<file path="src/rtl/pio_pkg.sv">
`default_nettype none
// ----------------------------------------------------------------------------
// pio_pkg : shared PIO bus widths, request type and master FSM states. Rev 1.0
// ----------------------------------------------------------------------------
package pio_pkg;

    localparam int          PIO_ADDR_W   = 16;
    localparam int          PIO_DATA_W   = 32;
    localparam logic [31:0] PIO_ERR_DATA = 32'hDEAD_BEEF;

    typedef struct packed {
        logic                  rw;
        logic [PIO_ADDR_W-1:0] addr;
        logic [PIO_DATA_W-1:0] wdata;
    } pio_req_t;

    typedef enum logic [1:0] {
        IDLE    = 2'd0,
        ISSUE   = 2'd1,
        WAIT_RD = 2'd2,
        RESP    = 2'd3
    } pio_state_e;

endpackage
`default_nettype wire

</file>
<file path="src/rtl/pio_req_fifo.sv">
`default_nettype none
// ----------------------------------------------------------------------------
// pio_req_fifo : small synchronous request FIFO, push allowed when full+pop. Rev 1.0
// ----------------------------------------------------------------------------
module pio_req_fifo #(
    parameter int DEPTH = 4,
    parameter int WIDTH = 8
) (
    input  logic             clk,
    input  logic             reset,
    input  logic             push,
    input  logic [WIDTH-1:0] din,
    output logic             full,
    input  logic             pop,
    output logic [WIDTH-1:0] dout,
    output logic             empty
);

    localparam int PTR_W = (DEPTH > 1) ? $clog2(DEPTH) : 1;
    localparam int CNT_W = PTR_W + 1;

    logic [WIDTH-1:0] mem [DEPTH];
    logic [PTR_W-1:0] wr_ptr;
    logic [PTR_W-1:0] rd_ptr;
    logic [CNT_W-1:0] count;
    logic             do_push;
    logic             do_pop;

    assign do_pop  = pop && !empty;
    assign do_push = push && (!full || do_pop);
    assign full    = (count == CNT_W'(DEPTH));
    assign empty   = (count == '0);
    assign dout    = mem[rd_ptr];

    function automatic logic [PTR_W-1:0] ptr_inc(input logic [PTR_W-1:0] p);
        return (p == PTR_W'(DEPTH - 1)) ? '0 : p + 1'b1;
    endfunction

    always_ff @(posedge clk) begin
        if (do_push) begin
            mem[wr_ptr] <= din;
        end
    end

    always_ff @(posedge clk) begin
        if (reset) begin
            wr_ptr <= '0;
            rd_ptr <= '0;
            count  <= '0;
        end else begin
            if (do_push) begin
                wr_ptr <= ptr_inc(wr_ptr);
            end
            if (do_pop) begin
                rd_ptr <= ptr_inc(rd_ptr);
            end
            case ({do_push, do_pop})
                2'b10:   count <= count + 1'b1;
                2'b01:   count <= count - 1'b1;
                default: count <= count;
            endcase
        end
    end

endmodule
`default_nettype wire

</file>
<file path="src/rtl/pio_master.sv">
`default_nettype none
// ----------------------------------------------------------------------------
// pio_master : PIO bus initiator, one request in flight, read timeout. Rev 1.0
// Optional request FIFO in front of the FSM: PIO_MASTER_REQ_FIFO_EN.
// ----------------------------------------------------------------------------
module pio_master
    import pio_pkg::*;
#(
    parameter int                ADDR_W      = PIO_ADDR_W,
    parameter int                DATA_W      = PIO_DATA_W,
    parameter int                TIMEOUT_CYC = 16,
    parameter logic [DATA_W-1:0] ERR_DATA    = PIO_ERR_DATA
) (
    input  logic              clk,
    input  logic              reset,
    input  logic              req_vld,
    output logic              req_rdy,
    input  logic              req_rw,
    input  logic [ADDR_W-1:0] req_addr,
    input  logic [DATA_W-1:0] req_wdata,
    output logic              rsp_vld,
    input  logic              rsp_rdy,
    output logic [DATA_W-1:0] rsp_rdata,
    output logic              rsp_err,
    output logic              pio_cmd_vld,
    output logic              pio_rw,
    output logic [ADDR_W-1:0] pio_addr,
    output logic [DATA_W-1:0] pio_data_w,
    input  logic [DATA_W-1:0] pio_data_r,
    input  logic              pio_rd_vld
);

    localparam int CNT_W = $clog2(TIMEOUT_CYC);

    pio_state_e        state;
    pio_state_e        state_nxt;
    logic [CNT_W-1:0]  cnt;
    logic              expired;
    logic              take;
    logic              src_vld;
    logic              src_rw;
    logic [ADDR_W-1:0] src_addr;
    logic [DATA_W-1:0] src_wdata;

`ifdef PIO_MASTER_REQ_FIFO_EN
    localparam int REQ_W = 1 + ADDR_W + DATA_W;

    logic             fifo_full;
    logic             fifo_empty;
    logic [REQ_W-1:0] fifo_head;

    pio_req_fifo #(
        .DEPTH (4),
        .WIDTH (REQ_W)
    ) u_req_fifo (
        .clk   (clk),
        .reset (reset),
        .push  (req_vld && req_rdy),
        .din   ({req_rw, req_addr, req_wdata}),
        .full  (fifo_full),
        .pop   (take),
        .dout  (fifo_head),
        .empty (fifo_empty)
    );

    assign req_rdy = !fifo_full;
    assign src_vld = !fifo_empty;
    assign {src_rw, src_addr, src_wdata} = fifo_head;
`else
    assign req_rdy   = (state == IDLE);
    assign src_vld   = req_vld;
    assign src_rw    = req_rw;
    assign src_addr  = req_addr;
    assign src_wdata = req_wdata;
`endif

    assign take        = (state == IDLE) && src_vld;
    assign expired     = (cnt == CNT_W'(TIMEOUT_CYC - 1));
    assign pio_cmd_vld = (state == ISSUE);
    assign rsp_vld     = (state == RESP);

    always_ff @(posedge clk) begin
        if (reset) begin
            state <= IDLE;
        end else begin
            state <= state_nxt;
        end
    end

    always_comb begin
        state_nxt = state;
        case (state)
            IDLE:    if (src_vld) state_nxt = ISSUE;
            ISSUE:   state_nxt = pio_rw ? RESP : WAIT_RD;
            WAIT_RD: if (pio_rd_vld || expired) state_nxt = RESP;
            RESP:    if (rsp_rdy) state_nxt = IDLE;
            default: state_nxt = IDLE;
        endcase
    end

    // Bus fields load only on accept, so they hold their last values outside ISSUE.
    always_ff @(posedge clk) begin
        if (reset) begin
            pio_rw     <= 1'b0;
            pio_addr   <= '0;
            pio_data_w <= '0;
            rsp_rdata  <= '0;
            rsp_err    <= 1'b0;
            cnt        <= '0;
        end else begin
            if (take) begin
                pio_rw     <= src_rw;
                pio_addr   <= src_addr;
                pio_data_w <= src_wdata;
            end
            case (state)
                ISSUE: begin
                    cnt <= '0;
                    if (pio_rw) begin
                        rsp_rdata <= '0;
                        rsp_err   <= 1'b0;
                    end
                end
                WAIT_RD: begin
                    if (pio_rd_vld) begin
                        rsp_rdata <= pio_data_r;
                        rsp_err   <= 1'b0;
                    end else if (expired) begin
                        rsp_rdata <= ERR_DATA;
                        rsp_err   <= 1'b1;
                    end else begin
                        cnt <= cnt + 1'b1;
                    end
                end
                default: ;
            endcase
        end
    end

endmodule
`default_nettype wire

</file>
<file path="config.mk">
export PLATFORM = sky130hd
export DESIGN_NAME = pio_master
export DESIGN_NICKNAME = d
export VERILOG_FILES = /design/src/rtl/pio_pkg.sv /design/src/rtl/pio_req_fifo.sv /design/src/rtl/pio_master.sv
export SDC_FILE = /design/constraint.sdc
export NUM_CORES = 1
export LEC_CHECK = 0
export CAP_MARGIN = 10
export CELL_PAD_IN_SITES_DETAIL_PLACEMENT = 1
export CELL_PAD_IN_SITES_GLOBAL_PLACEMENT = 1
export CORE_UTILIZATION = 29
export CTS_BUF_LIST = sky130_fd_sc_hd__clkbuf_16
export CTS_CLUSTER_DIAMETER = 50
export CTS_CLUSTER_SIZE = 20
export DETAILED_ROUTE_END_ITERATION = 10
export HOLD_SLACK_MARGIN = 0.06
export PLACE_DENSITY_LB_ADDON = 0.05
export SLEW_MARGIN = 10
export SYNTH_ARGS = -nofsm -noshare
export SYNTH_HDL_FRONTEND = slang
export SYNTH_SLANG_ARGS = --single-unit
</file>
<file path="constraint.sdc">
create_clock -name clk -period 2 [get_ports clk]
set_input_delay 0.2 -clock clk [delete_from_list [all_inputs] [get_ports clk]]
set_output_delay 0.2 -clock clk [all_outputs]
set_load 0.02 [all_outputs]
</file>
# Word-level counts from Yosys, hierarchy flattened

Cells that the tools add are included.

$add $sub $neg: 1
Eq/ne operators: 11
Multiplexer cells: 16
Reductions and logical operators: 7

Operators by type and width:

| cell                                                | number |
|---|---|
| two-way mux 32 bit                                  | 3 |
| one-hot mux 32 bit (2 select lines)                 | 1 |
| AND reduction 3 bit                                 | 3 |
| two-way mux 4 bit                                   | 2 |
| != test 2 bit, second input constant                | 4 |
| one-hot mux 2 bit (4 select lines)                  | 1 |
| one-hot mux 4 bit (2 select lines)                  | 1 |
| two-way mux 2 bit                                   | 3 |
| adder 4 x 1 -> 4 bit, second input constant         | 1 |
| equality test 2 bit, second input constant          | 2 |
| equality test 4 bit, second input constant          | 1 |
| two-way mux 1 bit                                   | 4 |
| != test 2 x 1 -> 1 bit, second input constant       | 2 |
| != test 3 bit, second input constant                | 1 |
| equality test 2 x 1 -> 1 bit, second input constant | 1 |
| logical NOT 2 bit                                   | 1 |
| one-hot mux 1 bit (2 select lines)                  | 1 |
| nonzero test 2 bit                                  | 1 |
| logical AND 1 bit                                   | 1 |
| logical OR 1 bit                                    | 1 |

Flip-flop bits (word level): 88
Output and inout port bits: 85
Logic and storage cells: 42

# Depth between registers and ports, before layout

Gate-level depths: netlist (run 1).

Depth after elaboration: 4
Gate-level depth with buffers: 8
Gate-level depth less buffers: 5

# Least setup slack after synthesis (run 1)

No wires, ideal clock.

Path type: register to register
Start point: register state[1]
End point: register cnt[3]
Arrival time: 1,557 ps
Data required time: 1,884 ps
Setup slack: 327 ps
Cell stages (with the launch flop): 7
Path buffers: 1
Path through: dfxtp_1 inv_1 ha_1 buf_2 a21bo_2 a211o_1 a31o_1

Cells in the longest elaborated chain, start to end: 3

Ends and longest elaborated chain:

| element                                                              | line              | source |
|---|---|---|
| from (decl)                                                          | pio_master.sv:35  | `pio_state_e state;` |
| from (signal assigned)                                               | pio_master.sv:86  | `state <= state_nxt;` |
| equality test 2 bit or equality test 2 x 1 -> 1 bit (tied branches)  | pio_master.sv:116 | `case (state)` |
| != test 2 bit (no source line) or nonzero test 2 bit (tied branches) | --                |  |
| AND reduction 3 bit (no source line)                                 | --                |  |
| to (signal assigned)                                                 | pio_master.sv:132 | `cnt <= cnt + 1'b1;` |
| to (decl)                                                            | pio_master.sv:37  | `logic [CNT_W-1:0] cnt;` |

Parallel ways exist; a longest one is shown, timed or not.
A chain may end at the register's enable or synchronous reset.

# Worst setup path in the final report (run 1)

Start point: register state[0]
End point: register rsp_rdata[22]

Cells in the longest elaborated chain, start to end: 3

Ends and longest elaborated chain:

| element                                                             | line              | source |
|---|---|---|
| equality test 2 bit or equality test 2 x 1 -> 1 bit (tied branches) | pio_master.sv:116 |  |
| != test 3 bit (no source line) (tied with other cells)              | --                |  |
| AND reduction 3 bit (no source line)                                | --                |  |
| to (signal assigned)                                                | pio_master.sv:126 | `rsp_rdata <= pio_data_r;` |
| to (decl)                                                           | pio_master.sv:23  | `output logic [DATA_W-1:0] rsp_rdata,` |

Parallel ways exist; a longest one is shown, timed or not.

==> results of run 1 <==
==> flip-flops by register name, summed over array words and instances, names as in the netlist <==
register / count
pio_rw: 1
pio_data_w: 32
cnt: 4
pio_addr: 16
state: 2
rsp_rdata: 32
rsp_err: 1
==> power breakdown <==
part	internal, mW	switching [mW]
registers	2.14	0.196
logic	1.68	1.94
clock network	0.808	0.663
total	4.63	2.80
==> kinds of logic after synthesis <==
kind of cell             count (synthesis)  share of synthesized area, %
AND/OR/NAND/NOR                        141                         16.33
AO/OA/AOI/OAI                          107                         21.08
flip-flops                              88                         48.82
buffers and inverters                   53                         6.969
multiplexers                            17                         4.716
adder cells (fa/ha/maj)                  6                         2.080
==> cell usage in the layout (no fill, tap or decap), types with 3 or more instances in the layout <==
cell	instances
mux2i_1	17
clkbuf_16	9
nand2b_1	3
ha_1	6
nand2_1	125
a221oi_2	14
inv_1	22
a211oi_1	3
buf_4	7
clkdlybuf4s50_1	167
dfxtp_1	88
a21oi_1	51
a221oi_1	3
o21ai_0	18
o211ai_1	8
buf_12	6
==> worst register-to-register path, delay by kind of cell (launching register included) <==
kind	cells	cell delay, ns
adder cells (fa/ha/maj)	1	0.36
flip-flops	1	0.33
AND/OR/NAND/NOR	1	0.17
multiplexers	1	0.23
buffers and inverters	2	0.41
AO/OA/AOI/OAI	1	0.21
==> layout make-up <==
class	count	area (sq um)	share of cell area (%)
timing repair buffer	183	1874	32.52
sequential	88	1762	30.57
multi-input combinational	271	1597	27.70
clock buffer	9	225.2	3.908
tap	168	210.2	3.647
inverter	20	75.07	1.303
clock inverter	5	20.02	0.3474
==> metal layers <==
layer	share of wire [%]	GRT usage [%]	vias to the layer above
met5	0	0	-
met4	1.9	7.982	0
met3	7.6	6.004	13
met2	49	30.04	92
met1	41	19.41	1592
li1	-	-	1713
==> worst max-delay path by stage <==
stage	from	depth (start not counted)	slack, ns	end
3_3_place_gp	state[1]	5	0.30	cnt[3]
5_1_grt	state[0]	6	0.03	rsp_rdata[24]
4_1_cts	state[0]	3	0.04	req_rdy
3_5_place_dp	state[0]	6	0.22	rsp_rdata[22]
2_1_floorplan	state[1]	6	0.33	cnt[3]
6_report	state[0]	6	0.22	rsp_rdata[22]
==> through the flow <==
step	total power, mW	setup WS [ns]	instances
3_5_place_dp	6.053	0.2178	730
3_3_place_gp	5.984	0.2966	730
2_1_floorplan	4.648	0.3274	412
6_report	7.429	0.2199	744
5_1_grt	7.920	0.03168	744
4_1_cts	7.571	0.04289	744
==> timing repair <==
action	in CTS	in global routing
setup buffers	0	0
endpoints found under the setup margin	0	2
gates resized for setup	0	2
==> flow_summary_export.csv, run 1 <==
group,metric,value,unit
synthesis,synth_most_common_cell,"nand2_1",
route,ant_nets,0,
floorplan,dieArea,12890,sq um
route,wire_per_inst,14.74,um
clock_network,clockBufferDepth,2,
synthesis,ys_seq_elements,88,
clock_network,worstSkewPairLatency,0.34,ns
synthesis,synth-main-ff-cell,"dfxtp_1",
power_and_ir_drop,leakagePower,2.121,nW
finish,drive_above_1_share,7.813,%
min_path,hp-class,"in -> reg",
route,detailedRoute.firstIterationViolations,100,
finish,synthToLayoutAreaGrowth,59.71,%
setup_path,arrival,2.04,ns
clock_network,htreeDepth,3,
sta,setup_viol,0,
finish,final_area,5763,sq um
clock_network,clk_pin_slew_worst_paths,0.06,ns
min_path,min_delay_path_depth,3,
power_and_ir_drop,power.density,1289,nW/um^2
synthesis,async_flop_share,0,%
sta,fin_tns_setup,0,ns
setup_path,rr_worst_depth,6,
floorplan,core-area,12060,sq um
synthesis,synth_nets,504,
sta,drv_slew,0,
setup_path,critical_path_required,2.26,ns
setup_path,crit_family,"buffers and inverters",
floorplan,num_rows,40,
floorplan,die_w,113.6,um
synthesis,synth_seq_area_share,48.82,%
grt,gr-total-overflow,0,
synthesis,synth.distinct_cells,38,
setup_path,max_stage_delay,0.36,ns
synthesis,synth_edf_count,0,
finish,fin_util,47.78,%
sta,rsz0062_at_grt,"false",
sta,hold_viol,0,
setup_path,worst_setup_path_start_kind,"flip-flop",
sta,holdWs,0.3814,ns
setup_path,path_class,"reg -> reg",
clock_network,numCtsBuffers,9,
sta,finalCritPeriodShare,89.00,%
synthesis,synth_top_area_cell,"dfxtp_1",
route,drt-vias-per-instance,4.583,
route,drt-pass1-iter-count,4,
clock_network,cts_sinks,88,
floorplan,ioPinCount,171,
setup_path,path_buf_inv,2,
setup_path,r2r-start,"state[0]",
synthesis,synth.avg_cell_area,8.758,sq um
sta,finalClockSkew,0.004069,ns
route,route.detailed.drc,0,
sta,fmax,561.8,MHz
run,maxCapViolations,0,
status,outcome,"completed",
clock_network,cts_tree,"yes",
route,wl,10.97,mm
grt,grt_max_degree,73,
setup_path,path_cells,"inv_1 > ha_1 > nand2b_2 > o211ai_4 > buf_12 > mux2i_1",
min_path,min_from,"reset",
setup_path,slowest_stage,"ha_1",
synthesis,synth_warnings,0,
setup_path,reg2reg_slack,0.22,ns
finish,fillers,1418,
floorplan,initial_core_util,29.92,%
sta,post-route-min-period,1.780,ns
min_path,hold-path-endpoint,"pio_rw",
setup_path,end_kind,"flip-flop",
route,via_count,3410,
placement,gp_congestion,0.7173,
synthesis,synth_area_leaders,"dfxtp_1 (49%), nand2_1 (13%), a21oi_1 (7.1%)",
clock_network,postCtsHoldBufs,0,
setup_path,r2r_end,"rsp_rdata[22]",
sta,worst_slew_pin_slew,0.5527,ns
grt,track_usage,17.46,%
synthesis,netlist.area_leader.share,48.82,%
grt,grt_pass1_vias,3523,
setup_path,cp_max_fo,32,
power_and_ir_drop,ir_drop,0.4659,mV
finish,n_antenna_cell,0,
sta,slew_headroom,62.93,%
synthesis,netlist_area,3608,sq um
clock_network,cts-root-buf,"clkbuf_16",
finish,nNetsFinal,665,
placement,portBuffers,170,
synthesis,synth_commonest_cells,"nand2_1 (125), dfxtp_1 (88), a21oi_1 (51)",
placement,hpwl,7.709,mm
synthesis,synthCells,412,
floorplan,dieHeight,113.6,um
grt,antenna_found_initial,0,
grt,grt_pass1_wl,17.50,mm
placement,place_area,5513,sq um
Note: power is estimated with default switching activity, not from simulation.
==> run 2, diff against run 1 <==
REMOVE_ABC_BUFFERS = 1   (was unset)
==> run 2 against run 1 <==
Routed wire length is 0.31% higher. Hold slack lost 0.14 ns. Critical endpoint is now req_rdy. Largest power group unchanged. Clock skew rose by 0.0019 ns. Critical path type is now reg -> out. Critical path depth fell by 3. Design area down 0.63%. Clock power is 4% higher.
==> flow_summary_export.csv, run 2 (same netlist as run 1, synthesis figures left out) <==
group,metric,value,unit
clock_network,postCtsSetupRepairBufs,0,
finish,n_antenna_cell,0,
sta,slew_headroom,63.38,%
status,outcome,"completed",
setup_path,rr_worst_depth,5,
finish,fin_util,47.48,%
clock_network,cts-root-buf,"clkbuf_16",
finish,final_area,5727,sq um
clock_network,cts_sinks,88,
grt,busiest_layer,"met2",
placement,gp_congestion,0.7225,
finish,final_cell_mix,"clkdlybuf4s50_1 (168), nand2_1 (125), dfxtp_1 (88)",
setup_path,path_buf_inv,2,
setup_path,path_cells,"inv_1 > ha_1 > clkdlybuf4s50_1",
sta,worst_slew_pin_slew,0.5492,ns
sta,hold_viol,0,
placement,place_area,5460,sq um
setup_path,worst_setup_path_start_kind,"flip-flop",
min_path,min_delay_path_depth,2,
route,drt-pass1-iter-count,4,
finish,nNetsFinal,663,
sta,post-route-min-period,1.884,ns
clock_network,clk_pin_slew_worst_paths,0.06,ns
grt,gr-total-overflow,0,
finish,fillers,1390,
route,wl,11.00,mm
floorplan,dieHeight,113.6,um
grt,track_usage,17.75,%
clock_network,htreeDepth,3,
setup_path,arrival,1.68,ns
finish,synthToLayoutAreaGrowth,58.70,%
floorplan,num_rows,40,
floorplan,core-area,12060,sq um
grt,use_met1,21.14,%
sta,fmax,530.8,MHz
setup_path,path_class,"reg -> out",
finish,final_common_cell,"clkdlybuf4s50_1",
power_and_ir_drop,ir_drop,0.5296,mV
clock_network,cts_tree,"yes",
sta,rsz0062_at_grt,"false",
setup_path,critical_path_required,1.80,ns
setup_path,slowest_stage,"clkdlybuf4s50_1",
clock_network,clockBufferDepth,2,
floorplan,initial_core_util,29.92,%
sta,finalClockSkew,0.005946,ns
grt,grt_pass1_wl,17.85,mm
grt,grt_max_degree,50,
placement,portBuffers,170,
power_and_ir_drop,power.density,1298,nW/um^2
grt,use_met3,7.492,%
route,detailedRoute.firstIterationViolations,112,
floorplan,dieArea,12890,sq um
finish,reg_top3,"pio_data_w: 32 flops, rsp_rdata: 32 flops, pio_addr: 16 flops",
grt,grtUsageMet2,28.05,%
route,wire_per_inst,14.79,um
sta,finalCritPeriodShare,94.20,%
sta,setup_viol,0,
setup_path,crit_family,"buffers and inverters",
route,route.detailed.drc,0,
min_path,hp-class,"in -> reg",
placement,hpwl,7.775,mm
setup_path,end_kind,"output port",
finish,drive_above_1_share,8.160,%
setup_path,cp_max_fo,5,
floorplan,ioPinCount,171,
sta,drv_slew,0,
route,ant_nets,0,
power_and_ir_drop,leakagePower,2.087,nW
setup_path,max_stage_delay,0.65,ns
route,drt-vias-per-instance,4.590,
power_and_ir_drop,finalPower,7.433,mW
grt,antenna_found_initial,1,
finish,final_cells,744,
placement,dpl.cell_count,728,
floorplan,die_w,113.6,um
clock_network,postCtsHoldBufs,0,
clock_network,worstSkewPairLatency,0.34,ns
grt,grt_pass1_vias,3552,
run,maxCapViolations,0,
route,via_count,3415,
setup_path,path_depth,3,
clock_network,numCtsBuffers,9,
[run 2: changes by cell type in the layout (fill, tap and decap cells not counted)]
cell	previous run	this run
clkinv_4	0	1
clkinv_2	1	3
buf_12	6	3
clkdlybuf4s50_1	167	168
clkinv_1	2	3
buf_4	7	8
inv_1	22	19
dlymetal6s2s_1	2	1
clkinvlp_4	0	1
[run 2: path summary, 6_finish.rpt]
| check | from | end | slack [ns] |
|---|---|---|---|
| worst max-delay path | state[0] | req_rdy | 0.12 |
| worst min-delay path | reset | cnt[1] | 0.24 |
| worst max register to register | state[1] | cnt[3] | 0.12 |
| worst min register to register | pio_data_w[10] | pio_data_w[10] | 0.45 |
[run 2: cell type report]
type	count	area, sq um	share of cell area [%]
timing repair buffer	181	1819	31.77
sequential	88	1762	30.76
multi-input combinational	271	1597	27.88
clock buffer	9	225.2	3.933
tap	168	210.2	3.671
inverter	20	75.07	1.311
clock inverter	7	38.79	0.6773
[run 2: what timing repair did]
action,in CTS,in global routing
hold endpoints to repair,0,0
endpoints found under the setup margin,0,1
resized for setup,0,1
[run 2: worst register-to-register path: stages (launching register included)]
cell and delay, ns:
dfxtp_1 0.40, inv_1 0.10, ha_1 0.52, a21bo_2 0.29, a211o_1 0.26, a31o_1 0.21
[run 2: routing by layer]
layer | vias to the layer above | wire length, um
li1 | 1706 | -
met1 | 1590 | 4705
met2 | 106 | 5077
met3 | 13 | 1029
met4 | 0 | 189
met5 | - | 0
[run 2: report_power, final]
| part | switching (mW) | internal, mW | total, mW |
|---|---|---|---|
| sequential | 0.200 | 2.14 | 2.34 |
| clock | 0.698 | 0.828 | 1.53 |
| combinational | 1.94 | 1.63 | 3.57 |
[run 2: per-stage QoR]
step                      setup TNS (ns)  setup slack, ns  hold WS (ns)
after CTS                              0          0.04645        0.2370
final                                  0           0.1159        0.2415
after floorplan                   -11.28          -0.4052        0.2662
after detailed placement               0           0.1163        0.4475
after global routing                   0         0.006136        0.2629
after global placement                 0           0.2142        0.4413
==> run 3, diff against run 2 <==
ABC_CLOCK_PERIOD_IN_PS = 2000   (was unset)
CORE_UTILIZATION = 30   (was 29)
CTS_BUF_LIST = sky130_fd_sc_hd__clkbuf_8   (was sky130_fd_sc_hd__clkbuf_16)
PLACE_DENSITY = 0.78   (was unset)
PLACE_DENSITY_LB_ADDON = unset   (was 0.05)
==> run 3 against run 2 <==
Non-clock buffer count decreased by 1. Die area decreased by 3.3%. Highest routed layer unchanged. Combinational power about the same. The flow now finishes with violations (DRC). Power decreased by 5.9%. Via count increased by 1.9%. Hold slack got worse by 0.12 ns. Critical path depth unchanged.
==> flow_summary_export.csv, run 3 (same netlist as run 1, synthesis figures left out) <==
group,metric,value,unit
status,outcome,"complete, but fails checks",
status,violations,"DRC",
setup_path,critPathLaunch,"state[0]",
clock_network,postCtsHoldBufs,0,
sta,slew_headroom,64.92,%
grt,gr-total-overflow,0,
grt,antenna_found_initial,0,
placement,gp_congestion,0.8084,
finish,final_cell_mix,"clkdlybuf4s50_1 (168), nand2_1 (125), dfxtp_1 (88)",
finish,drive_above_1_share,7.679,%
sta,holdWs,0.1254,ns
sta,rsz0062_at_grt,"false",
clock_network,htreeDepth,3,
setup_path,end_kind,"output port",
sta,setup_viol,0,
setup_path,worst_setup_path_start_kind,"flip-flop",
floorplan,ioPinCount,171,
sta,worst_slew_pin_slew,0.5262,ns
setup_path,rr_worst_depth,6,
floorplan,die_w,111.7,um
route,drt-vias-per-instance,4.860,
setup_path,cp_max_fo,5,
clock_network,clockBufferDepth,2,
clock_network,clk_pin_slew_worst_paths,0.08,ns
power_and_ir_drop,finalPower,6.993,mW
finish,final_common_cell,"clkdlybuf4s50_1",
min_path,hp-class,"in -> reg",
placement,dpl.cell_count,702,
route,route.detailed.drc,13,
sta,setup_ws,0.07784,ns
placement,hpwl,8.174,mm
setup_path,crit_end,"req_rdy",
setup_path,reg2reg_slack,0.22,ns
finish,synthToLayoutAreaGrowth,54.82,%
power_and_ir_drop,leakagePower,2.043,nW
clock_network,worstSkewPairLatency,0.37,ns
placement,dp_slack,0.2315,ns
floorplan,core-area,11560,sq um
power_and_ir_drop,ir_drop,0.6151,mV
clock_network,cts-root-buf,"clkbuf_8",
floorplan,initial_core_util,31.20,%
finish,fin_util,48.31,%
clock_network,numCtsBuffers,9,
clock_network,cts_tree,"yes",
sta,post-route-min-period,1.922,ns
grt,track_usage,18.16,%
grt,grt_max_degree,50,
finish,regArea,1762,sq um
clock_network,cts.repair.resized,0,
power_and_ir_drop,power.density,1252,nW/um^2
floorplan,num_rows,39,
finish,reg_top3,"pio_data_w: 32 flops, rsp_rdata: 32 flops, pio_addr: 16 flops",
sta,finalClockSkew,0.006158,ns
finish,fillers,1351,
setup_path,r2r_end,"rsp_rdata[23]",
finish,n_antenna_cell,0,
sta,hold_viol,0,
route,drt-pass1-iter-count,7,
grt,grt_pass1_vias,3600,
setup_path,r2r-start,"state[0]",
finish,nNetsFinal,662,
finish,final_cells,716,
setup_path,path_class,"reg -> out",
finish,multi_input_area,1595,sq um
run,maxCapViolations,0,
clock_network,cts_sinks,88,
grt,grt_pass1_wl,17.75,mm
setup_path,arrival,1.72,ns
route,wire_per_inst,15.95,um
clock_network,postCtsSetupRepairBufs,0,
route,detailedRoute.firstIterationViolations,106,
floorplan,dieArea,12470,sq um
floorplan,dieHeight,111.7,um
route,ant_nets,0,
placement,portBuffers,170,
setup_path,critical_path_required,1.80,ns
sta,drv_slew,0,
sta,finalCritPeriodShare,96.11,%
route,wl,11.42,mm
route,via_count,3480,
sta,fmax,520.2,MHz
[run 3: cell count changes in the layout (fill, tap and decap cells not counted)]
cell        change
buf_4           -2
and2_1          +1
clkbuf_8        +9
clkinv_1        -2
inv_1           +1
clkbuf_16       -9
buf_12          +1
clkinvlp_4      -1
and2_2          -1
[run 3: metrics by stage]
stage	instance area (sq um)	TNS [ns]
2_1_floorplan	3432	-11.28
3_3_place_gp	5433	0
3_5_place_dp	5433	0
4_1_cts	5584	0
5_1_grt	5587	0
6_report	5587	0
[run 3: layout make-up]
class	count	area share, %
timing repair buffer	180	32.65
sequential	88	31.53
multi-input combinational	271	28.56
tap	143	3.203
clock buffer	9	2.217
inverter	20	1.344
clock inverter	5	0.4927
[run 3: power breakdown]
group	switching, mW	total [mW]	internal [mW]	leakage, nW
logic	1.96	3.60	1.64	1.24
clock network	0.625	1.05	0.429	0.0859
registers	0.208	2.34	2.13	0.719
total	2.79	6.99	4.20	2.04
[run 3: worst min-delay path by stage]
stage / start / endpoint / slack [ns] / cells after the start
2_1_floorplan: reset / rsp_rdata[0] / 0.27 / 1
3_3_place_gp: pio_data_w[4] / pio_data_w[4] / 0.44 / 2
3_5_place_dp: pio_data_w[14] / pio_data_w[14] / 0.45 / 2
4_1_cts: reset / rsp_rdata[18] / 0.1 / 2
5_1_grt: reset / rsp_rdata[18] / 0.12 / 2
6_report: reset / rsp_rdata[18] / 0.13 / 2
[run 3: critical path: stages (launching register included)]
cell             delay (ns)
dfxtp_1                0.35
inv_1                  0.15
ha_1                   0.24
clkdlybuf4s50_1        0.62
[run 3: per-layer routing]
| layer | vias to the layer above | GRT usage [%] | routed length [um] |
|---|---|---|---|
| met2 | 149 | 28.99 | 5066 |
| li1 | 1707 | - | - |
| met4 | 0 | 8.829 | 248 |
| met5 | - | 0 | 0 |
| met1 | 1609 | 19.93 | 4507 |
| met3 | 15 | 9.254 | 1599 |
